`src/rtl/id_imm_ctrl.sv`:
```
// id_imm_ctrl: decode-stage controller for the immediate extender.
//
// Accepts fetched instructions over a valid/ready handshake. Up to two instructions are held:
// the registered output slot (id_*) and one skid slot. Each instruction is decoded when it enters
// the output slot, so imm_src and the type flags always belong to the instruction on id_instr.
//
// Ports:
//   clk, rst_n                 rising-edge clock, asynchronous active-low reset
//   if_valid/if_ready          fetch-side handshake; if_ready is high unless the skid slot is full
//   if_instr, if_pc            fetched instruction and its PC
//   flush                      redirect; drops every held instruction and any same-cycle input
//   id_valid/id_ready          ID/EX-side handshake; id_ready low stalls the output
//   id_instr, id_pc            registered instruction and PC (NOP / RESET_PC when empty)
//   imm_src                    00=I 01=S 10=B 11=J immediate extender select
//   uses_imm, u_type, illegal  decode flags, all zero when id_valid is low
module id_imm_ctrl #(
  parameter int unsigned          XLEN     = 32,
  parameter logic [XLEN-1:0]      RESET_PC = '0
) (
  input  logic            clk,
  input  logic            rst_n,
  input  logic            if_valid,
  output logic            if_ready,
  input  logic [XLEN-1:0] if_instr,
  input  logic [XLEN-1:0] if_pc,
  input  logic            flush,
  output logic            id_valid,
  input  logic            id_ready,
  output logic [XLEN-1:0] id_instr,
  output logic [XLEN-1:0] id_pc,
  output logic [1:0]      imm_src,
  output logic            uses_imm,
  output logic            u_type,
  output logic            illegal
);

  localparam logic [XLEN-1:0] Nop = 32'h0000_0013;

  localparam logic [1:0] ImmI = 2'b00;
  localparam logic [1:0] ImmS = 2'b01;
  localparam logic [1:0] ImmB = 2'b10;
  localparam logic [1:0] ImmJ = 2'b11;

  typedef enum logic [1:0] {
    StEmpty = 2'b00,
    StOne   = 2'b01,
    StTwo   = 2'b10
  } state_e;

  typedef struct packed {
    logic [1:0] imm_src;
    logic       uses_imm;
    logic       u_type;
    logic       illegal;
  } dec_t;

  function automatic dec_t decode(input logic [6:0] opcode);
    dec_t dec;
    dec = '0;
    case (opcode)
      7'b0000011, 7'b0010011, 7'b1100111: begin
        dec.imm_src  = ImmI;
        dec.uses_imm = 1'b1;
      end
      7'b0100011: begin
        dec.imm_src  = ImmS;
        dec.uses_imm = 1'b1;
      end
      7'b1100011: begin
        dec.imm_src  = ImmB;
        dec.uses_imm = 1'b1;
      end
      7'b1101111: begin
        dec.imm_src  = ImmJ;
        dec.uses_imm = 1'b1;
      end
      // LUI/AUIPC: the U immediate is assembled downstream, not by the extender.
      7'b0110111, 7'b0010111: dec.u_type = 1'b1;
      7'b0110011:             dec = '0;
      default:                dec.illegal = 1'b1;
    endcase
    return dec;
  endfunction

  state_e          state_q, state_d;
  logic [XLEN-1:0] out_instr_q, out_instr_d;
  logic [XLEN-1:0] out_pc_q, out_pc_d;
  dec_t            out_dec_q, out_dec_d;
  logic [XLEN-1:0] skid_instr_q, skid_instr_d;
  logic [XLEN-1:0] skid_pc_q, skid_pc_d;

  logic in_xfer;
  logic out_xfer;

  assign if_ready = (state_q != StTwo);
  assign id_valid = (state_q != StEmpty);
  assign in_xfer  = if_valid & if_ready;
  assign out_xfer = id_valid & id_ready;

  always_comb begin
    state_d      = state_q;
    out_instr_d  = out_instr_q;
    out_pc_d     = out_pc_q;
    out_dec_d    = out_dec_q;
    skid_instr_d = skid_instr_q;
    skid_pc_d    = skid_pc_q;

    unique case (state_q)
      StEmpty: begin
        if (in_xfer) begin
          out_instr_d = if_instr;
          out_pc_d    = if_pc;
          out_dec_d   = decode(if_instr[6:0]);
          state_d     = StOne;
        end
      end
      StOne: begin
        if (in_xfer && out_xfer) begin
          out_instr_d = if_instr;
          out_pc_d    = if_pc;
          out_dec_d   = decode(if_instr[6:0]);
        end else if (out_xfer) begin
          // Going empty: return outputs to their idle values so flags read zero.
          out_instr_d = Nop;
          out_pc_d    = RESET_PC;
          out_dec_d   = '0;
          state_d     = StEmpty;
        end else if (in_xfer) begin
          skid_instr_d = if_instr;
          skid_pc_d    = if_pc;
          state_d      = StTwo;
        end
      end
      StTwo: begin
        // if_ready is low here, so only the skid entry can advance.
        if (out_xfer) begin
          out_instr_d = skid_instr_q;
          out_pc_d    = skid_pc_q;
          out_dec_d   = decode(skid_instr_q[6:0]);
          state_d     = StOne;
        end
      end
      default: state_d = StEmpty;
    endcase

    // Flush overrides everything above, including a same-cycle input transfer.
    if (flush) begin
      state_d     = StEmpty;
      out_instr_d = Nop;
      out_pc_d    = RESET_PC;
      out_dec_d   = '0;
    end
  end

  always_ff @(posedge clk or negedge rst_n) begin
    if (!rst_n) begin
      state_q      <= StEmpty;
      out_instr_q  <= Nop;
      out_pc_q     <= RESET_PC;
      out_dec_q    <= '0;
      skid_instr_q <= Nop;
      skid_pc_q    <= RESET_PC;
    end else begin
      state_q      <= state_d;
      out_instr_q  <= out_instr_d;
      out_pc_q     <= out_pc_d;
      out_dec_q    <= out_dec_d;
      skid_instr_q <= skid_instr_d;
      skid_pc_q    <= skid_pc_d;
    end
  end

  assign id_instr = out_instr_q;
  assign id_pc    = out_pc_q;
  assign imm_src  = out_dec_q.imm_src;
  assign uses_imm = out_dec_q.uses_imm;
  assign u_type   = out_dec_q.u_type;
  assign illegal  = out_dec_q.illegal;

endmodule

```
`config.mk`:
```
export PLATFORM = sky130hd
export DESIGN_NAME = id_imm_ctrl
export DESIGN_NICKNAME = d
export VERILOG_FILES = /design/src/rtl/id_imm_ctrl.sv
export SDC_FILE = /design/constraint.sdc
export NUM_CORES = 1
export LEC_CHECK = 0
export CELL_PAD_IN_SITES_DETAIL_PLACEMENT = 1
export CELL_PAD_IN_SITES_GLOBAL_PLACEMENT = 2
export CORE_ASPECT_RATIO = 1.25
export CORE_MARGIN = 4
export CORE_UTILIZATION = 30
export CTS_CLUSTER_SIZE = 8
export DETAILED_ROUTE_END_ITERATION = 8
export GPL_ROUTABILITY_DRIVEN = 0
export PLACE_DENSITY = 0.69
export SYNTH_ARGS = -nofsm -noshare
export SYNTH_HDL_FRONTEND = slang
export SYNTH_SLANG_ARGS = --single-unit
```
`constraint.sdc`:
```
create_clock -name clk -period 2.6 [get_ports clk]
set_input_delay 0.78 -clock clk [delete_from_list [all_inputs] [get_ports clk]]
set_output_delay 0.78 -clock clk [all_outputs]
set_load 0.005 [all_outputs]
```
# Word-level counts from Yosys, hierarchy flattened
# Cells that the tools add are included.
word_totals:
  regBits: 135
  latch_bits: 0
  mem_bits_rw: 0
  mem_bits_ro: 0
  input_bits: 69
  output_inout_bits: 71
  word_cells: 83
  mem_count: 0
op_classes:
  add_sub_neg: 0
  n_mul: 0
  n_div: 0
  magnitude_cmp: 0
  eq_ne: 26
  shifts: 0
  mux: 31
  bitwise: 4
  reduce_logical: 13
ops:
  columns: ["op", "n"]
  rows:
  - ["2-to-1 mux 32 bit", 10]
  - ["case mux 32 bit (3 select lines)", 2]
  - ["== test 7 x 6 -> 1 bit (second input constant)", 6]
  - ["== test 7 bit (second input constant)", 6]
  - ["== test 7 x 5 -> 1 bit (second input constant)", 4]
  - ["2-to-1 mux 5 bit", 5]
  - ["case mux 3 bit (4 select lines)", 2]
  - ["OR reduction 9 bit", 2]
  - ["case mux 5 bit (3 select lines)", 1]
  - ["== test 7 x 2 -> 1 bit (second input constant)", 2]
  - ["2-to-1 mux 2 bit", 6]
  - ["AND reduction 4 bit", 3]
  - ["!= test 3 bit (second input constant)", 3]
  - ["!= test 4 bit (second input constant)", 2]
  - ["case mux 2 bit (3 select lines)", 1]
  - ["OR reduction 3 bit", 2]
  - ["2-to-1 mux 1 bit", 4]
  - ["nonzero test 4 bit", 1]
  - ["OR reduction 2 bit", 2]
  - ["bitwise AND 1 bit", 2]
  - ["== test 2 x 1 -> 1 bit (second input constant)", 1]
  - ["== test 2 bit (second input constant)", 1]
  - ["logical NOT 2 bit", 1]
  - ["!= test 2 bit (second input constant)", 1]
  - ["3 further kinds", 4]

# Longest topological paths before layout
depth:
  ltp_word: 7
  ltp_mapped: 9

# Least setup slack after synthesis
# OpenSTA, ideal clock, no wires.
synth_timing:
  path_type: "reg-to-reg"
  startpoint: "register state_q[0]"
  endpoint: "register skid_instr_q[10]"
  setup_time_ps: 125
  arrival_ps: 1888
  setup_slack_ps: 587
  path_stages_with_launch: 9
  path_buffers: 3
  synth_period_minus_slack_ps: 2013
  cell_sequence: "dfrtp_1 > inv_1 > ha_1 > nand2b_1 > clkbuf_2 > nor3b_2 > buf_2 > buf_4 > mux2_2"
synth_between:
  elab_chain_cells: 5
  elab_cells_between_ends: 9
synth_rtl:
  columns: ["element", "line", "rtl"]
  rows:
  - ["start, declared", "85", "state_e state_q, state_d;"]
  - ["start signal, assigned", "157", "state_q <= StEmpty;"]
  - ["start signal, assigned", "164", "state_q <= state_d;"]
  - ["!= test 2 bit or nonzero test 2 bit (tied branches)", "95, 96", null]
  - ["bitwise AND 1 bit (on tied branches)", "97, 98", null]
  - ["logical AND 1 bit", "118", "if (in_xfer && out_xfer) begin"]
  - ["NOT 1 bit (no line)", null, null]
  - ["AND reduction 4 bit (no line) (*)", null, null]
  - ["end signal, assigned", "161", "skid_instr_q <= Nop;"]
  - ["end signal, assigned", "168", "skid_instr_q <= skid_instr_d;"]
  - ["end, declared", "89", "logic [XLEN-1:0] skid_instr_q, skid_instr_d;"]
# Mark *: on every way between the ends. The rest lies on a longest branch, timed or not.
# A chain may end at the register's enable or synchronous reset.

# Final worst setup path
layout_timing:
  startpoint: "register state_q[1]"
  endpoint: "output if_ready"
layout_between:
  elab_chain_cells: 1
layout_rtl:
  columns: ["element", "line", "rtl"]
  rows:
  - ["!= test 2 bit", "95", "assign if_ready = (state_q != StTwo);"]
  - ["end, declared", "23", "output logic if_ready,"]
# Every way passes these cells.

==> results_dict.tcl <==
set metrics [dict create \
    tns_ns 0 \
    worstHoldPathType "input port to async pin" \
    leakage_nw 3.792 \
    path_cells "buf_4 -> ha_1 -> inv_1 -> clkdlybuf4s50_1" \
    finalSetupViolCount 0 \
    fin_worst_skew_ns 0.009219 \
    cp.arrival_ns 1.70 \
    overflow 0 \
    synth_warnings 0 \
    clkSlewWorstSetupHoldPaths_ns 0.06 \
    coreArea_um2 22290 \
    num_vias 4907 \
    crit_slowest_cell "clkdlybuf4s50_1" \
    stdcell_count 975 \
    max-slew-margin-rel_pct 55.09 \
    ir_worst_vdd_uv 535.6 \
    cts_tree "yes" \
    period_minus_slack_ns 2.476 \
    routed_via_density 5.033 \
    final_common_cell "clkdlybuf4s50_1" \
    grt_pass1_vias 5728 \
    synth_cell_types 51 \
    setup_ws_ns 0.1243 \
    critical_path_class "flop to primary output" \
    grt_usage_pct 16.05 \
    cp.buffers_inverters 3 \
    period_share_pct 95.22 \
    synth_area_leaders "dfrtp_1 (47%), a221oi_2 (13%), mux2_2 (10%), nor3_2 (8.5%), nor2_1 (3.6%)" \
    dpl.hpwl_um 13810 \
    finalHoldViolations 0 \
    die_w_um 142.7 \
    drv_cap 0 \
    final_cell_mix "clkdlybuf4s50_1 (137), dfrtp_1 (129), nor2_1 (65)" \
    ys_ff_latch 135 \
    grt_setup_unrepaired "false" \
    synth_edf_count 0 \
    crit_fanout 2 \
    drc 0 \
    intPower_mw 7.848 \
    power.density_nw_per_um2 1322 \
    critical_path_required_ns 1.82 \
    die_area_um2 25170 \
    clk_path_buf_depth 2 \
    portBuffers 139 \
    max_freq_mhz 403.9 \
    cts_root_buf "clkbuf_16" \
    drt_first_pass_iters 4 \
    crit_path_start_kind "flop" \
    synthArstFlopShare_pct 100.0 \
    ios 140 \
    avgSynthCellArea_um2 12.77 \
    power.switching_mw 4.544 \
    pwr-share-seq_pct 31.5 \
    dp_slack_ns 0.0006035 \
    drt_iter0_markers 158 \
    switching_share_pct 36.67 \
    status "finished clean" \
    yosysSeqAreaShare_pct 49.75 \
    syn2layout_area_growth_pct 37.75 \
    critPathTopFamily "buffers and inverters" \
    rows 61 \
    max_stage_delay_ns 0.50 \
    grt_max_degree 49 \
    tightest_slew_ns 0.6737 \
    die_h_um 176.4 \
    wl_um 19480 \
    end_kind "primary output" \
    detail-route-antenna-nets 0 \
    synth_top_area_share_pct 47.44 \
    grt_pass1_wl_um 31890 \
    syn_area_um2 6805 \
    syn_inst 533 \
    drive_gt1_share_pct 37.77 \
    h-tree-depth 4 \
    fin_nets 751 \
    combinationalPowerShare_pct 46.7 \
    place_inst 941 \
    cts_sinks 135 \
    routedWlPerCell_um 19.97 \
    n_fill_cell 2334 \
    syn-num-nets 606 \
    antenna_found_initial 0 \
    cts-buffers-inserted 17 \
    cts_hold_buf 0 \
    yosysTopAreaCell "dfrtp_1" \
    synth_flop_cell "dfrtp_1" \
    drv_slew 0 \
    clkLatencyLatePin_ns 0.41 \
    start_util_pct 30.54 \
    clkPwrFrac_pct 21.9 \
]
==> registers in the layout, indices dropped and copies added, names as in the netlist <==
register,flops
id_instr,32
id_pc,32
skid_instr_q,32
skid_pc_q,32
imm_src,2
state_q,2
illegal,1
u_type,1
uses_imm,1
==> path summary, 6_finish.rpt <==
path / endpoint / cells past startpoint / start / slack, ns
max: if_ready / 4 / state_q[1]$_DFFE_PN0P_ / 0.12
min: id_pc[17]$_DFFE_PN0P_ / 1 / rst_n / 0.28
max reg2reg: id_pc[21]$_DFFE_PN0P_ / 8 / state_q[1]$_DFFE_PN0P_ / 0.45
min reg2reg: imm_src[0]$_DFFE_PN0P_ / 2 / imm_src[0]$_DFFE_PN0P_ / 0.50
max in group asynchronous: id_instr[1]$_DFFE_PN1P_ / 2 / rst_n / 1.63
min in group clk: imm_src[0]$_DFFE_PN0P_ / 2 / imm_src[0]$_DFFE_PN0P_ / 0.50
==> metrics by stage <==
| stage | cell area, um2 | hold WS [ns] | utilization [%] | power (mW) |
|---|---|---|---|---|
| 6_report | 9374 | 0.2834 | 42.06 | 12.39 |
| 3_5_place_dp | 8692 | 0.4890 | 39.00 | 9.795 |
| 5_1_grt | 9371 | 0.2923 | 42.05 | 13.28 |
| 2_1_floorplan | 6805 | 0.4844 | - | 7.276 |
| 3_3_place_gp | 8692 | 0.4892 | 39.00 | 9.544 |
| 4_1_cts | 9354 | 0.2892 | 41.97 | 12.59 |
==> repair_timing <==
action | CTS | global route
pin swaps | 0 | 0
gates resized for setup | 1 | 1
buffers inserted | 0 | 1
endpoints found under the setup margin | 1 | 1
==> routing by layer <==
| metal | global-route usage [%] | vias up | part of all wire, % |
|---|---|---|---|
| met4 | 4.002 | 0 | 1.5 |
| met2 | 27.84 | 106 | 52 |
| met1 | 19.02 | 2514 | 41 |
| met5 | 0 | - | 0 |
| li1 | - | 2265 | - |
| met3 | 5.446 | 22 | 5.7 |
==> cell type report <==
type | count | area (um2) | area share, %
well taps | 283 | 354.1 | 3.777
repair buffers | 173 | 1808 | 19.29
diodes | 1 | 2.502 | 0.02670
clock inverters | 13 | 216.5 | 2.309
clock buffers | 19 | 442.9 | 4.725
flip-flops and latches | 135 | 3386 | 36.12
inverters | 12 | 45.04 | 0.4805
multi-input cells | 339 | 3119 | 33.28
==> synthesized netlist by cell type, types with 2 or more instances <==
cell / number
dfrtp_1: 129
nor2_1: 65
mux2_2: 63
a221oi_2: 58
nor3_2: 58
buf_4: 16
clkbuf_1: 16
nand2_1: 13
inv_1: 12
o21ai_0: 12
a21oi_1: 7
buf_2: 7
buf_6: 6
dfstp_2: 6
nand3_1: 5
ha_1: 4
nor3_1: 4
o211ai_1: 4
a22oi_1: 3
and3_1: 3
mux2i_1: 3
nand2b_1: 3
nand4_1: 3
nor2b_1: 3
nor3b_1: 2
o2111ai_1: 2
xnor2_1: 2
==> power by group through the flow <==
stage | Clock, mW | Sequential [mW] | Combinational (mW)
2_1_floorplan | 0 | 3.75 | 3.52
3_3_place_gp | 0 | 3.87 | 5.67
3_5_place_dp | 0 | 3.94 | 5.86
4_1_cts | 2.79 | 3.91 | 5.89
5_1_grt | 2.90 | 4.04 | 6.35
6_report | 2.71 | 3.90 | 5.78
==> cell families after synthesis <==
group / Yosys count / synth area share [%]
AOI/OAI and AO/OA: 98 / 17.17
DFF: 135 / 49.75
and+or+nand+nor: 169 / 16.27
adders and majority gates: 4 / 0.7355
muxes: 66 / 10.87
xor gates and xnor gates: 2 / 0.2574
buffers and inverters: 59 / 4.946
Power figures use the tool's default switching activity.
